===== config.mk =====
export PLATFORM = sky130hd
export DESIGN_NAME = axis_downsizer_arbiter
export DESIGN_NICKNAME = d
export VERILOG_FILES = /design/src/rtl/axis_arb_pkg.sv /design/src/rtl/axis_rr_picker.sv /design/src/rtl/axis_downsizer_arbiter.sv
export SDC_FILE = /design/constraint.sdc
export NUM_CORES = 1
export LEC_CHECK = 0
export CAP_MARGIN = 20
export CORE_AREA = 2 2 293 295
export CTS_BUF_LIST = sky130_fd_sc_hd__clkbuf_8
export DETAILED_ROUTE_END_ITERATION = 10
export DIE_AREA = 0 0 295 297
export PLACE_DENSITY = 0.41
export SYNTH_ARGS = -nofsm -noshare
export SYNTH_HDL_FRONTEND = slang
export SYNTH_SLANG_ARGS = --single-unit

===== constraint.sdc =====
create_clock -name aclk -period 7.32 [get_ports aclk]
set_input_delay 1.098 -clock aclk [delete_from_list [all_inputs] [get_ports aclk]]
set_output_delay 1.098 -clock aclk [all_outputs]
set_load 0.01 [all_outputs]

===== src/rtl/axis_arb_pkg.sv =====
// Shared types and helpers for the AXI-Stream source arbiter family.
package axis_arb_pkg;

  typedef enum logic [0:0] {
    ST_IDLE  = 1'b0,
    ST_GRANT = 1'b1
  } arb_state_e;

  // Width of a source index; a single source still needs one bit.
  function automatic int src_id_width(input int src_count);
    return (src_count > 1) ? $clog2(src_count) : 1;
  endfunction

endpackage


===== src/rtl/axis_rr_picker.sv =====
// Combinational rotate-priority pick: first set request searching upward from last+1, with wrap.
module axis_rr_picker
  import axis_arb_pkg::*;
#(
  parameter int SRC_COUNT = 4,
  parameter int ID_WIDTH  = src_id_width(SRC_COUNT)
) (
  input  logic [SRC_COUNT-1:0] req,
  input  logic [ID_WIDTH-1:0]  last,
  output logic                 pick_vld,
  output logic [ID_WIDTH-1:0]  pick_idx
);

  logic [ID_WIDTH-1:0] cand;

  // Scan from the farthest candidate to the nearest so the nearest set bit wins.
  always_comb begin
    pick_vld = 1'b0;
    pick_idx = '0;
    cand     = '0;
    for (int k = SRC_COUNT; k >= 1; k--) begin
      cand = ID_WIDTH'((int'(last) + k) % SRC_COUNT);
      if (req[cand]) begin
        pick_vld = 1'b1;
        pick_idx = cand;
      end
    end
  end

endmodule


===== src/rtl/axis_downsizer_arbiter.sv =====
// Round-robin burst arbiter feeding one shared wide-to-narrow downsizer, tagging each
// wide word with its source index and that source's downsizer slice setting.
module axis_downsizer_arbiter
  import axis_arb_pkg::*;
#(
  parameter int DATA_WIDTH = 128,
  parameter int SRC_COUNT  = 4,
  parameter int CFG_WIDTH  = 16
) (
  input  logic                              aclk,
  input  logic                              areset,
  input  logic [SRC_COUNT*CFG_WIDTH-1:0]    cfg_slices,
  input  logic [CFG_WIDTH-1:0]              cfg_burst,
  input  logic [SRC_COUNT*DATA_WIDTH-1:0]   s_axis_tdata,
  input  logic [SRC_COUNT-1:0]              s_axis_tvalid,
  output logic [SRC_COUNT-1:0]              s_axis_tready,
  output logic [DATA_WIDTH-1:0]             m_axis_tdata,
  output logic                              m_axis_tvalid,
  input  logic                              m_axis_tready,
  output logic [src_id_width(SRC_COUNT)-1:0] m_axis_tdest,
  output logic [CFG_WIDTH-1:0]              m_cfg_data,
  output logic [SRC_COUNT-1:0]              sts_grant
);

  localparam int IDW = src_id_width(SRC_COUNT);

  arb_state_e             state;
  logic [IDW-1:0]         grant_idx;
  logic [IDW-1:0]         last_idx;
  logic [IDW-1:0]         pick_idx;
  logic                   pick_vld;
  logic [CFG_WIDTH-1:0]   slice_lat;
  logic [CFG_WIDTH-1:0]   burst_lat;
  logic [CFG_WIDTH-1:0]   burst_cnt;
  logic [CFG_WIDTH-1:0]   pick_slice;
  logic [DATA_WIDTH-1:0]  src_data;
  logic                   src_ready;
  logic                   src_vld;
  logic                   src_hs;
  logic                   burst_end;
  logic                   src_gap;

  axis_rr_picker #(
    .SRC_COUNT (SRC_COUNT),
    .ID_WIDTH  (IDW)
  ) u_picker (
    .req      (s_axis_tvalid),
    .last     (last_idx),
    .pick_vld (pick_vld),
    .pick_idx (pick_idx)
  );

  assign pick_slice = cfg_slices[int'(pick_idx)*CFG_WIDTH +: CFG_WIDTH];
  assign src_data   = s_axis_tdata[int'(grant_idx)*DATA_WIDTH +: DATA_WIDTH];
  assign src_ready  = (state == ST_GRANT) && (!m_axis_tvalid || m_axis_tready);
  assign src_vld    = s_axis_tvalid[grant_idx];
  assign src_hs     = src_ready && src_vld;
  assign burst_end  = src_hs && (burst_cnt == burst_lat);
  // A missing word only ends the grant when it could actually have been taken.
  assign src_gap    = src_ready && !src_vld;

  always_comb begin
    s_axis_tready = '0;
    sts_grant     = '0;
    if (state == ST_GRANT) begin
      sts_grant[grant_idx]     = 1'b1;
      s_axis_tready[grant_idx] = src_ready;
    end
  end

  // Arbitration FSM, burst counter and config captured at grant time
  always_ff @(posedge aclk or posedge areset) begin
    if (areset) begin
      state     <= ST_IDLE;
      grant_idx <= '0;
      last_idx  <= IDW'(SRC_COUNT - 1);
      slice_lat <= '0;
      burst_lat <= '0;
      burst_cnt <= '0;
    end else begin
      case (state)
        ST_IDLE: begin
          if (pick_vld) begin
            grant_idx <= pick_idx;
            slice_lat <= pick_slice;
            burst_lat <= cfg_burst;
            burst_cnt <= '0;
            state     <= ST_GRANT;
          end
        end
        ST_GRANT: begin
          if (burst_end || src_gap) begin
            state    <= ST_IDLE;
            last_idx <= grant_idx;
          end else if (src_hs) begin
            burst_cnt <= burst_cnt + 1'b1;
          end
        end
        default: state <= ST_IDLE;
      endcase
    end
  end

  // Single-entry output register; payload only moves on reload
  always_ff @(posedge aclk or posedge areset) begin
    if (areset) begin
      m_axis_tvalid <= 1'b0;
      m_axis_tdata  <= '0;
      m_axis_tdest  <= '0;
      m_cfg_data    <= '0;
    end else if (src_hs) begin
      m_axis_tvalid <= 1'b1;
      m_axis_tdata  <= src_data;
      m_axis_tdest  <= grant_idx;
      m_cfg_data    <= slice_lat;
    end else if (m_axis_tready) begin
      m_axis_tvalid <= 1'b0;
    end
  end

endmodule


* After elaboration in Yosys (flattened, before gate mapping)
Index checks and enable logic that the tools add are counted.
Widths: inputs -> output; s select.
** Word-level totals
- Register bits :: 200
- Input port bits :: 599
- Output and inout port bits :: 155
- Word-level logic and storage cells :: 73
** Cells by class
- $lt $le $gt $ge :: 6
- Reductions and logical operators :: 13
- Shift operators :: 2
- Eq/ne operators :: 4
- Add/subtract/negate cells :: 5
- Bitwise gates (word level) :: 2
- Muxes and demuxes :: 31
** Operators by type and width (count)
- $shiftx 512x10->128 :: 1
- $shiftx 64x7->16 :: 1
- $mux 16 :: 3
- $pmux 16 s2 :: 1
- $add 16x1->16 const B :: 1
- $eq 16x16->1 :: 1
- $lt 2x3->1 const B :: 5
- $mux 1 :: 14
- $bmux 1 s2 :: 5
- $mux 2 :: 4
- $mux 4 :: 2
- $logic_and 1x1->1 :: 5
- $add 2x1->2 const B :: 2
- $add 2x2->2 const B :: 2
- $and 4x4->4 :: 1
- $ne 2x2->1 const B :: 2
- $reduce_and 2->1 :: 2
- $reduce_and 3->1 :: 1
- $demux 1 s2 :: 1
- $ge 2x1->1 const B :: 1
- $logic_not 1->1 :: 2
- $logic_or 1x1->1 :: 2
- $ne 2x1->1 const B :: 1
- $pmux 1 s2 :: 1
- 2 further kinds :: 2

* Logic depth before layout (Yosys ltp)
Gate-level depths: netlist of the first run.
- Word-level depth :: 9
- Mapped depth :: 9
- Mapped depth without buffers :: 6

* Modules after synthesis
A second synthesis of the first run with hierarchy kept.
** Unflattened totals
- Cells, all modules :: 1101
- Area, all modules :: 11741.3 µm²
** By module, submodules not included
- axis_downsizer_arbiter :: seq. area each 5007.3 µm², cells an instance 1087, area an instance 11649.9 µm², times used 1
- axis_rr_picker :: seq. area each 0.0 µm², cells an instance 14, area an instance 91.3 µm², times used 1

* Least setup slack after synthesis of the first run
Ideal clock, no wire load.
- Path type :: in2out
- Start point :: input port m_axis_tready
- End point :: output port s_axis_tready[0]
- Stages :: 3
- Arrival :: 1618 ps
- Buffers on the path :: 0
- Path slack :: 4604 ps
- Required time :: 6222 ps
- Cell sequence :: nand2b_1 -> nand2_1 -> nor3_1
** On the way
- Cells in the longest elaborated chain, start to end :: 4
** Ends and longest elaborated chain
- start, declared :: RTL line axis_downsizer_arbiter.sv:19 : input logic m_axis_tready,
- $logic_or 1x1->1 :: RTL line axis_downsizer_arbiter.sv:55 : assign src_ready = (state == ST_GRANT) && (!m_axis_tvalid || m_axis_tready);
- $logic_and 1x1->1 :: RTL line axis_downsizer_arbiter.sv:55
- $and 4x4->4 (no source line)
- $mux 4 :: RTL line axis_downsizer_arbiter.sv:65 : if (state == ST_GRANT) begin
- end, declared :: RTL line axis_downsizer_arbiter.sv:16 : output logic [SRC_COUNT-1:0] s_axis_tready,
No other way between the ends.

* Worst setup path in the final report of the first run
Same ends and word-level chain as after synthesis.

==> out/qor.txt, run 1 <==
Synth Register Bits: 200
Die X: 295 um
Fin. Hold Viols: 0
CP Max Fanout: 7
First-pass GRT wire length: 83,600 um
Worst IR drop on VDD: 0.000205 V
DRC viols: 0
Hold_buf cts: 0
Sequential area share after synthesis: 43.0%
Detailed Route WL: 58,500 um
Detailed Place HPWL: 47,300 um
YS warnings: 0
CP Class: input pin to output port
DR WL/cell: 19.5 um
Max-slew violation count: 0
Commonest cells after routing, fill and taps aside: clkdlybuf4s50_1 (753), nand2_1 (504), dfrtp_1 (196), mux4_2 (129), a211oi_1 (27)
Psw: 2.90 mW
Commonest non-fill, non-tap cell in the layout: clkdlybuf4s50_1
Die Y: 297 um
Synth async-reset ratio: 100%
Mapped Nets: 1,736
Max-cap viol count: 0
Register share of total power: 28.7%
Core Area: 0.0845 sq mm
Postcts setup bufs: 0
Switching Share: 42.3%
Num ports: 754
Non-Filler Instances: 2,995
Clock Latency Late Sink: 560 ps
Vias per cell: 3.86
H-tree levels: 4
Max-slew headroom: 27.7%
CP Launch Type: input pin
GRT Total Usage: 13.1%
Worst endpoint data arrival time: 2930 ps
Int Pwr: 3.96 mW
Initial drt markers: 482
DR vias: 11.6k
Ys flop type: dfrtp_1
# port buffers: 753
Cell Rows: 107
Placed Instances: 2,959
Syn Inst Count: 1,136
Final-report setup violation count: 0
Gp weighted congestion: 0.857
Total CTS buffers: 17
Fmax: 248 MHz
Leakage power: 8.35 nW
HP Class: register to register
Root buffer cell: clkbuf_8
Count of cell types in the netlist: 40
Worst Path Required: 6220 ps
Pwr dens: 330 mW/mm^2
Worst Tran Pin Value: 1080 ps
Final Cycle Share: 55.0%
Layout cell share with drive strength beyond 1: 10.4%
Clock network power share: 11.3%
CTS tree: done
Fillers: 9,046
Die ar.: 0.0876 sq mm
R2R Setup Slk: 4140 ps
Final net count: 2,435
Post-cts sizing count: 0
Initial Util: 13.8%
Syn_area_per_cell: 10.2 sq um
Tmin final: 4030 ps
Setup Skew: 29.1 ps
Clk sinks: 200
Cell Area, Synth: 0.0116 sq mm
TritonRoute pass-1 iters: 5
Syn-to-layout area delta: 79.1%
Combinational share of power: 60.0%
Clock transition at path regs: 110 ps
Largest net degree at the start of global routing: 98
Status: completed
Clock Path Buffers: 2
Critical path endpoint category: output port
Setup_tns: 0 ps
Vias in the first global route: 12.5k
Routed Antenna Nets: 0
Grt total ovfl: 0
Number of synthesized flops with an enable pin: 0
Initial antenna violation count: 6
Unrepaired setup endpoints after global routing: no
-- worst paths after layout --
| path | cells after the start | start | endpoint |
|---|---|---|---|
| setup / recovery | 5 | m_axis_tready | s_axis_tready[0] |
| hold / removal | 2 | slice_lat[10]$_DFFE_PP0P_ | m_cfg_data[10]$_DFFE_PP0P_ |
| setup reg to reg | 5 | grant_idx[0]$_DFFE_PP0P_ | m_axis_tdata[52]$_DFFE_PP0P_ |
| hold reg to reg | 2 | slice_lat[10]$_DFFE_PP0P_ | m_cfg_data[10]$_DFFE_PP0P_ |
| max in group asynchronous | 3 | areset | grant_idx[1]$_DFFE_PP0P_ |
| min in group asynchronous | 2 | areset | m_axis_tdata[105]$_DFFE_PP0P_ |
-- area by class of cell --
type	count	area, sq um	share of cell area (%)
inverters	15	63.8	0.306
clock inverters	15	169	0.811
flip-flops and latches	200	5010	24.1
repair buffers	767	7650	36.7
diodes	3	7.51	0.0360
multi-input cells	834	6260	30.0
clock buffers	17	234	1.12
well taps	1144	1430	6.87
-- flip-flops by register name, summed over array words and instances (netlist names) --
name	flops
state	1
last_idx	2
slice_lat	16
m_axis_tdest	2
grant_idx	2
m_axis_tvalid	1
m_cfg_data	16
burst_cnt	16
burst_lat	16
m_axis_tdata	128
-- synthesized netlist by cell type, types with 2 or more instances --
cell	count	area, sq um
o21ai_0	11	55.1
a21o_1	5	37.5
nand4_1	8	50.1
nand3_1	21	105
a21oi_1	10	50.1
dfstp_2	2	52.6
a211oi_1	27	203
and2_1	3	18.8
nand2b_1	7	43.8
clkbuf_1	49	184
o31ai_1	3	22.5
nand3b_1	3	22.5
inv_1	15	56.3
mux4_2	129	2910
dfrtp_1	198	4950
buf_1	18	67.6
mux2i_1	22	220
o211ai_1	7	52.6
nor3_1	3	15.0
or3_1	7	43.8
mux2_2	9	101
o41ai_1	3	26.3
nand2_1	504	1890
nor4_1	2	12.5
and3_1	3	18.8
nor2_1	18	67.6
xnor2_1	16	140
or4_1	2	15.0
o311ai_0	3	26.3
buf_2	18	90.1
-- cell families (layout without fill, tap and decap cells) --
| group | count (synthesis) | after routing | share of synthesized area [%] |
|---|---|---|---|
| AND/OR/NAND/NOR | 584 | 584 | 20.0 |
| AO/OA/AOI/OAI | 73 | 73 | 4.32 |
| other | 0 | 3 | 0 |
| buffers and inverters | 102 | 814 | 3.58 |
| adder cells (fa/ha/maj) | 1 | 1 | 0.108 |
| XOR/XNOR | 16 | 16 | 1.20 |
| multiplexers | 160 | 160 | 27.7 |
| flip-flops | 200 | 200 | 43.0 |
-- routing by layer --
| layer | GRT usage [%] | part of all wire (%) |
|---|---|---|
| met5 | 0 | 0.012 |
| met4 | 3.94 | 1.8 |
| met3 | 4.03 | 8.1 |
| met2 | 23.7 | 52 |
| met1 | 14.5 | 38 |
-- stage by stage --
| step | setup slack (ps) | hold WS (ps) | util [%] | cell area [sq um] | power [mW] |
|---|---|---|---|---|---|
| after floorplan | 771 | 437 | - | 11600 | 4.22 |
| after global placement | 3300 | 453 | 24.2 | 20400 | 6.20 |
| after detailed placement | 3320 | 458 | 24.2 | 20400 | 6.23 |
| after CTS | 3160 | 487 | 24.6 | 20800 | 7.05 |
| after global routing | 3000 | 506 | 24.7 | 20800 | 7.44 |
| final | 3290 | 479 | 24.7 | 20800 | 6.87 |
-- worst max-delay path: stages --
cell,delay (ps)
clkdlybuf4s50_1,450
nand2b_1,420
nand2_1,160
nor3_1,220
clkdlybuf4s50_1,580
-- power groups by stage --
stage | logic [mW] | clock network (mW) | registers, mW
floorplan | 2.15 | 0 | 2.07
global placement | 4.21 | 0 | 1.99
detailed placement | 4.23 | 0 | 2.00
CTS | 4.24 | 0.831 | 1.99
global route | 4.53 | 0.864 | 2.05
finish | 4.12 | 0.773 | 1.97
Power figures use the tool's default switching activity.
==> run 2: changes to the inputs <==
Settings changed: CORE_AREA 2 2 293 295 to 2 2 292 294, DIE_AREA 0 0 295 297 to 0 0 294 296, PLACE_DENSITY 0.41 to 0.42.
Clock period 7.32 ns to 3.7 ns, I/O delays scaled along.
==> run 2 against run 1 <==
Sequential share of layout area shrank 0.066 points; final cell count shrank 1.6%; wire length grew 1.0%; flip-flop and latch count is the same; clock-buffer cell count grew 2; worst setup slack lost 2600 ps; cell area grew 0.28%.
==> out/qor.txt, run 2 (synthesized netlist as in run 1, its figures left out) <==
Grt total ovfl: 0
Fillers: 8,976
DRC viols: 0
Detailed Place HPWL: 47,500 um
Fmax: 337 MHz
Status: completed
Worst endpoint data arrival time: 2410 ps
CTS tree: done
Vias in the first global route: 12.5k
Final Util: 24.8%
Most flops, register: m_axis_tdata
DR WL/cell: 20.0 um
HP Class: register to register
Routed Antenna Nets: 0
CP Launch Type: register
Clk sinks: 200
Critical path endpoint category: output port
TritonRoute pass-1 iters: 5
Delay-heaviest family, CP: buffers and inverters
GR Layer Usage met1: 15.0%
Postcts setup bufs: 0
Met3 global-route usage: 3.93%
Leakage power: 8.42 nW
Unrepaired setup endpoints after global routing: no
Worst Path Required: 3140 ps
# port buffers: 753
Post-cts sizing count: 0
Pwr dens: 653 mW/mm^2
Final net count: 2,442
Clock Path Buffers: 2
Final-report setup violation count: 0
Clock transition at path regs: 130 ps
Initial drt markers: 581
Clock Latency Late Sink: 540 ps
Layout cell share with drive strength beyond 1: 10.8%
Initial antenna violation count: 7
GRT Max-Usage Layer: met2
Fin. Hold Viols: 0
Die ar.: 0.0870 sq mm
Die Y: 296 um
Cell Rows: 107
Initial Util: 13.8%
Worst IR drop on VDD: 0.000348 V
Setup_tns: 0 ps
Commonest cells after routing, fill and taps aside: clkdlybuf4s50_1 (753), nand2_1 (504), dfrtp_1 (196), mux4_2 (129), a211oi_1 (27)
CP Cell Sequence: inv_1 -> nor2_1 -> clkdlybuf4s50_1
Die X: 294 um
Max-cap viol count: 0
CP Class: register to output port
CP peak stage delay: 790 ps
Worst Tran Pin Value: 838 ps
Root buffer cell: clkbuf_8
Num ports: 754
Crit. Startpoint: grant_idx[1]$_DFFE_PP0P_
H-tree levels: 4
First-pass GRT wire length: 82,800 um
Commonest non-fill, non-tap cell in the layout: clkdlybuf4s50_1
Final Cycle Share: 80.2%
Max-slew headroom: 44.1%
CP Max Fanout: 37
DR vias: 11.6k
Gp weighted congestion: 0.778
Hold_buf cts: 0
Tmin final: 2970 ps
Hold_sp: slice_lat[4]$_DFFE_PP0P_
Detailed Route WL: 59,100 um
Global-route track usage on met2: 23.4%
Vias per cell: 3.95
Max reg flops: 128
Core Area: 0.0842 sq mm
Syn-to-layout area delta: 79.6%
Max-slew violation count: 0
Setup Skew: 28.8 ps
Buf/Inv on CP: 2
GRT Total Usage: 13.1%
Reg-to-Reg Start: grant_idx[0]$_DFFE_PP0P_
Total CTS buffers: 17
Largest net degree at the start of global routing: 81
CP max-delay cell: dfrtp_4
## run 2: worst register-to-register path, cell delays in order, from the launching register on
cell	delay, ps
dfrtp_4	670
mux4_2	470
and3_4	400
nand3_1	200
or4_1	500
a21oi_1	150
## run 2: stage by stage
step	setup WS [ps]	instance area [sq um]	power, mW	cells	hold slack [ps]
3_3_place_gp	843	20500	12.4	2913	459
4_1_cts	556	20900	14.1	2944	444
3_5_place_dp	812	20500	12.4	2913	456
5_1_grt	473	20900	14.8	2946	475
6_report	732	20900	13.6	2947	472
2_1_floorplan	558	11600	8.35	1136	437
## run 2: power by group
| part | total (mW) | internal [mW] | switching, mW | leakage [nW] |
|---|---|---|---|---|
| combinational | 8.15 | 4.15 | 4.00 | 5.73 |
| clock | 1.50 | 0.589 | 0.911 | 0.203 |
| sequential | 4.00 | 3.21 | 0.784 | 2.48 |
| total | 13.6 | 7.95 | 5.69 | 8.42 |
## run 2: layer usage
metal,share of wire [%],routed length [um]
met1,39,22900
met2,52,30800
met3,7.3,4300
met4,1.8,1040
met5,0.041,24
## run 2: final cells by class
type,instances,area [sq um],share of cell area [%]
Antenna cell,3,7.51,0.0359
Timing Repair Buffer,774,7790,37.3
Clock buffer,19,262,1.25
Inverter,15,60.1,0.288
Multi-Input combinational cell,834,6260,29.9
Sequential cell,200,5010,24.0
Tap cell,1090,1360,6.53
Clock inverter,12,130,0.623
## run 2: path summary, 6_finish.rpt
path                       depth (start not counted)                             to  slack, ps
setup / recovery                                   3               s_axis_tready[3]        730
hold / removal                                     2      m_cfg_data[4]$_DFFE_PP0P_        470
setup reg to reg                                   5      burst_cnt[14]$_DFFE_PP0P_       1240
max in group asynchronous                          3  m_axis_tdata[126]$_DFFE_PP0P_       2340
hold reg to reg                                    2      m_cfg_data[4]$_DFFE_PP0P_        470
min in group asynchronous                          2   m_axis_tdata[74]$_DFFE_PP0P_        500
==> run 3: changes to the inputs <==
Clock period 3.7 ns to 2.7 ns, I/O delays scaled along.
==> run 3 against run 2 <==
Register-to-register slack worse by 720 ps; first-iteration DRC count down 10%; hold slack worse by 320 ps; critical endpoint is now s_axis_tready[0]; largest cell class unchanged.
==> out/qor.txt, run 3 (synthesized netlist as in run 1, its figures left out) <==
Cell Rows: 107
Worst R2R Path Depth: 6
Die ar.: 0.0870 sq mm
Most flops, register: m_axis_tdata
Final net count: 2,456
# port buffers: 753
Die Y: 296 um
Fillers: 8,905
Grt total ovfl: 0
Total CTS buffers: 17
Max-slew headroom: 60.8%
Largest net degree at the start of global routing: 80
Vias in the first global route: 12.5k
Max reg flops: 128
Met2 Routed Length: 30,100 um
Initial drt markers: 521
Initial antenna violation count: 7
Clk sinks: 200
Clock transition at path regs: 130 ps
Layout cell share with drive strength beyond 1: 11.6%
Critical path endpoint category: output port
Top Layer Used: met5
Clock Latency Late Sink: 570 ps
Tmin final: 2600 ps
Unrepaired setup endpoints after global routing: no
Register area: 0.00502 sq mm
Die X: 294 um
Status: completed
TritonRoute pass-1 iters: 5
CP Max Fanout: 11
Root buffer cell: clkbuf_8
Clock Path Buffers: 2
Detailed Route WL: 58,700 um
Core Area: 0.0842 sq mm
Final-report setup violation count: 0
Worst IR drop on VDD: 0.000544 V
Max-cap viol count: 0
Num ports: 754
R2R Setup Slk: 520 ps
H-tree levels: 4
Setup Skew: 32.6 ps
DRC viols: 0
CP Class: register to output port
Gp weighted congestion: 0.810
Syn-to-layout area delta: 82.1%
CTS tree: done
CP Launch Type: register
DR WL/cell: 19.8 um
Worst Tran Pin Value: 588 ps
HP Class: input pin to asynchronous set/reset pin
Setup_tns: 0 ps
Max-slew violation count: 0
Fmax: 385 MHz
Leakage power: 8.54 nW
Final Util: 25.2%
M1 wire length: 23,200 um
DR vias: 11.7k
Fin. Hold Viols: 0
Final Cycle Share: 96.3%
First-pass GRT wire length: 82,500 um
Worst endpoint data arrival time: 2190 ps
Area of the multi-input gates: 0.00626 sq mm
Detailed Place HPWL: 47,500 um
Routed wl met3: 4240 um
Worst Path Required: 2300 ps
Pwr dens: 904 mW/mm^2
Commonest cells after routing, fill and taps aside: clkdlybuf4s50_1 (752), nand2_1 (504), dfrtp_1 (195), mux4_2 (129), a211oi_1 (27)
GRT Total Usage: 13.0%
Routed Antenna Nets: 0
Initial Util: 13.8%
Vias per cell: 3.96
Commonest non-fill, non-tap cell in the layout: clkdlybuf4s50_1
-- run 3: worst paths after layout --
kind / end / from
setup reg to reg: slice_lat[12]$_DFFE_PP0P_ / last_idx[1]$_DFFE_PP1P_
setup / recovery: s_axis_tready[0] / state$_DFF_PP0_
hold reg to reg: m_axis_tdata[57]$_DFFE_PP0P_ / m_axis_tdata[57]$_DFFE_PP0P_
hold / removal: m_axis_tdata[111]$_DFFE_PP0P_ / areset
min in group aclk: burst_lat[15]$_DFFE_PP0P_ / cfg_burst[15]
max in group asynchronous: m_axis_tdata[126]$_DFFE_PP0P_ / areset
-- run 3: repair_timing --
item | 4_1_cts | 5_1_grt
setup endpoints to repair | 6 | 0
setup buffers | 1 | 0
hold buffers | 0 | 0
resized for setup | 4 | 0
-- run 3: power breakdown --
| part | switching [mW] | internal [mW] | total [mW] |
|---|---|---|---|
| logic | 5.64 | 5.91 | 11.6 |
| clock network | 1.47 | 0.746 | 2.21 |
| registers | 0.987 | 4.41 | 5.39 |
| total | 8.09 | 11.1 | 19.2 |
-- run 3: metal layers --
| layer | global-route usage, % | vias up |
|---|---|---|
| li1 | - | 5403 |
| met1 | 15.1 | 5766 |
| met2 | 22.9 | 504 |
| met3 | 3.66 | 45 |
| met4 | 3.88 | 4 |
| met5 | 0 | - |
-- run 3: cell type report --
type,count,share of cell area [%]
Inverter,15,0.301
Clock buffer,17,1.10
Multi-Input combinational cell,834,29.5
Antenna cell,3,0.0354
Sequential cell,200,23.7
Tap cell,1090,6.44
Clock inverter,15,1.01
Timing Repair Buffer,788,37.9
-- run 3: through the flow --
stage	setup slack (ps)	total power, mW	hold slack, ps	std cells	area [sq um]
finish	100	19.2	156	2962	21200
global route	1.45	20.7	108	2961	21200
CTS	15.8	19.7	68.0	2959	21200
detailed placement	185	17.3	458	2926	20700
global placement	265	17.2	457	2926	20700
floorplan	-292	11.4	437	1136	11600
-- run 3: worst max-delay path, cell delays in order (launching register included) --
cell and delay [ps]:
dfrtp_4 590, nand2_1 220, nor3_1 220, clkdlybuf4s50_1 600
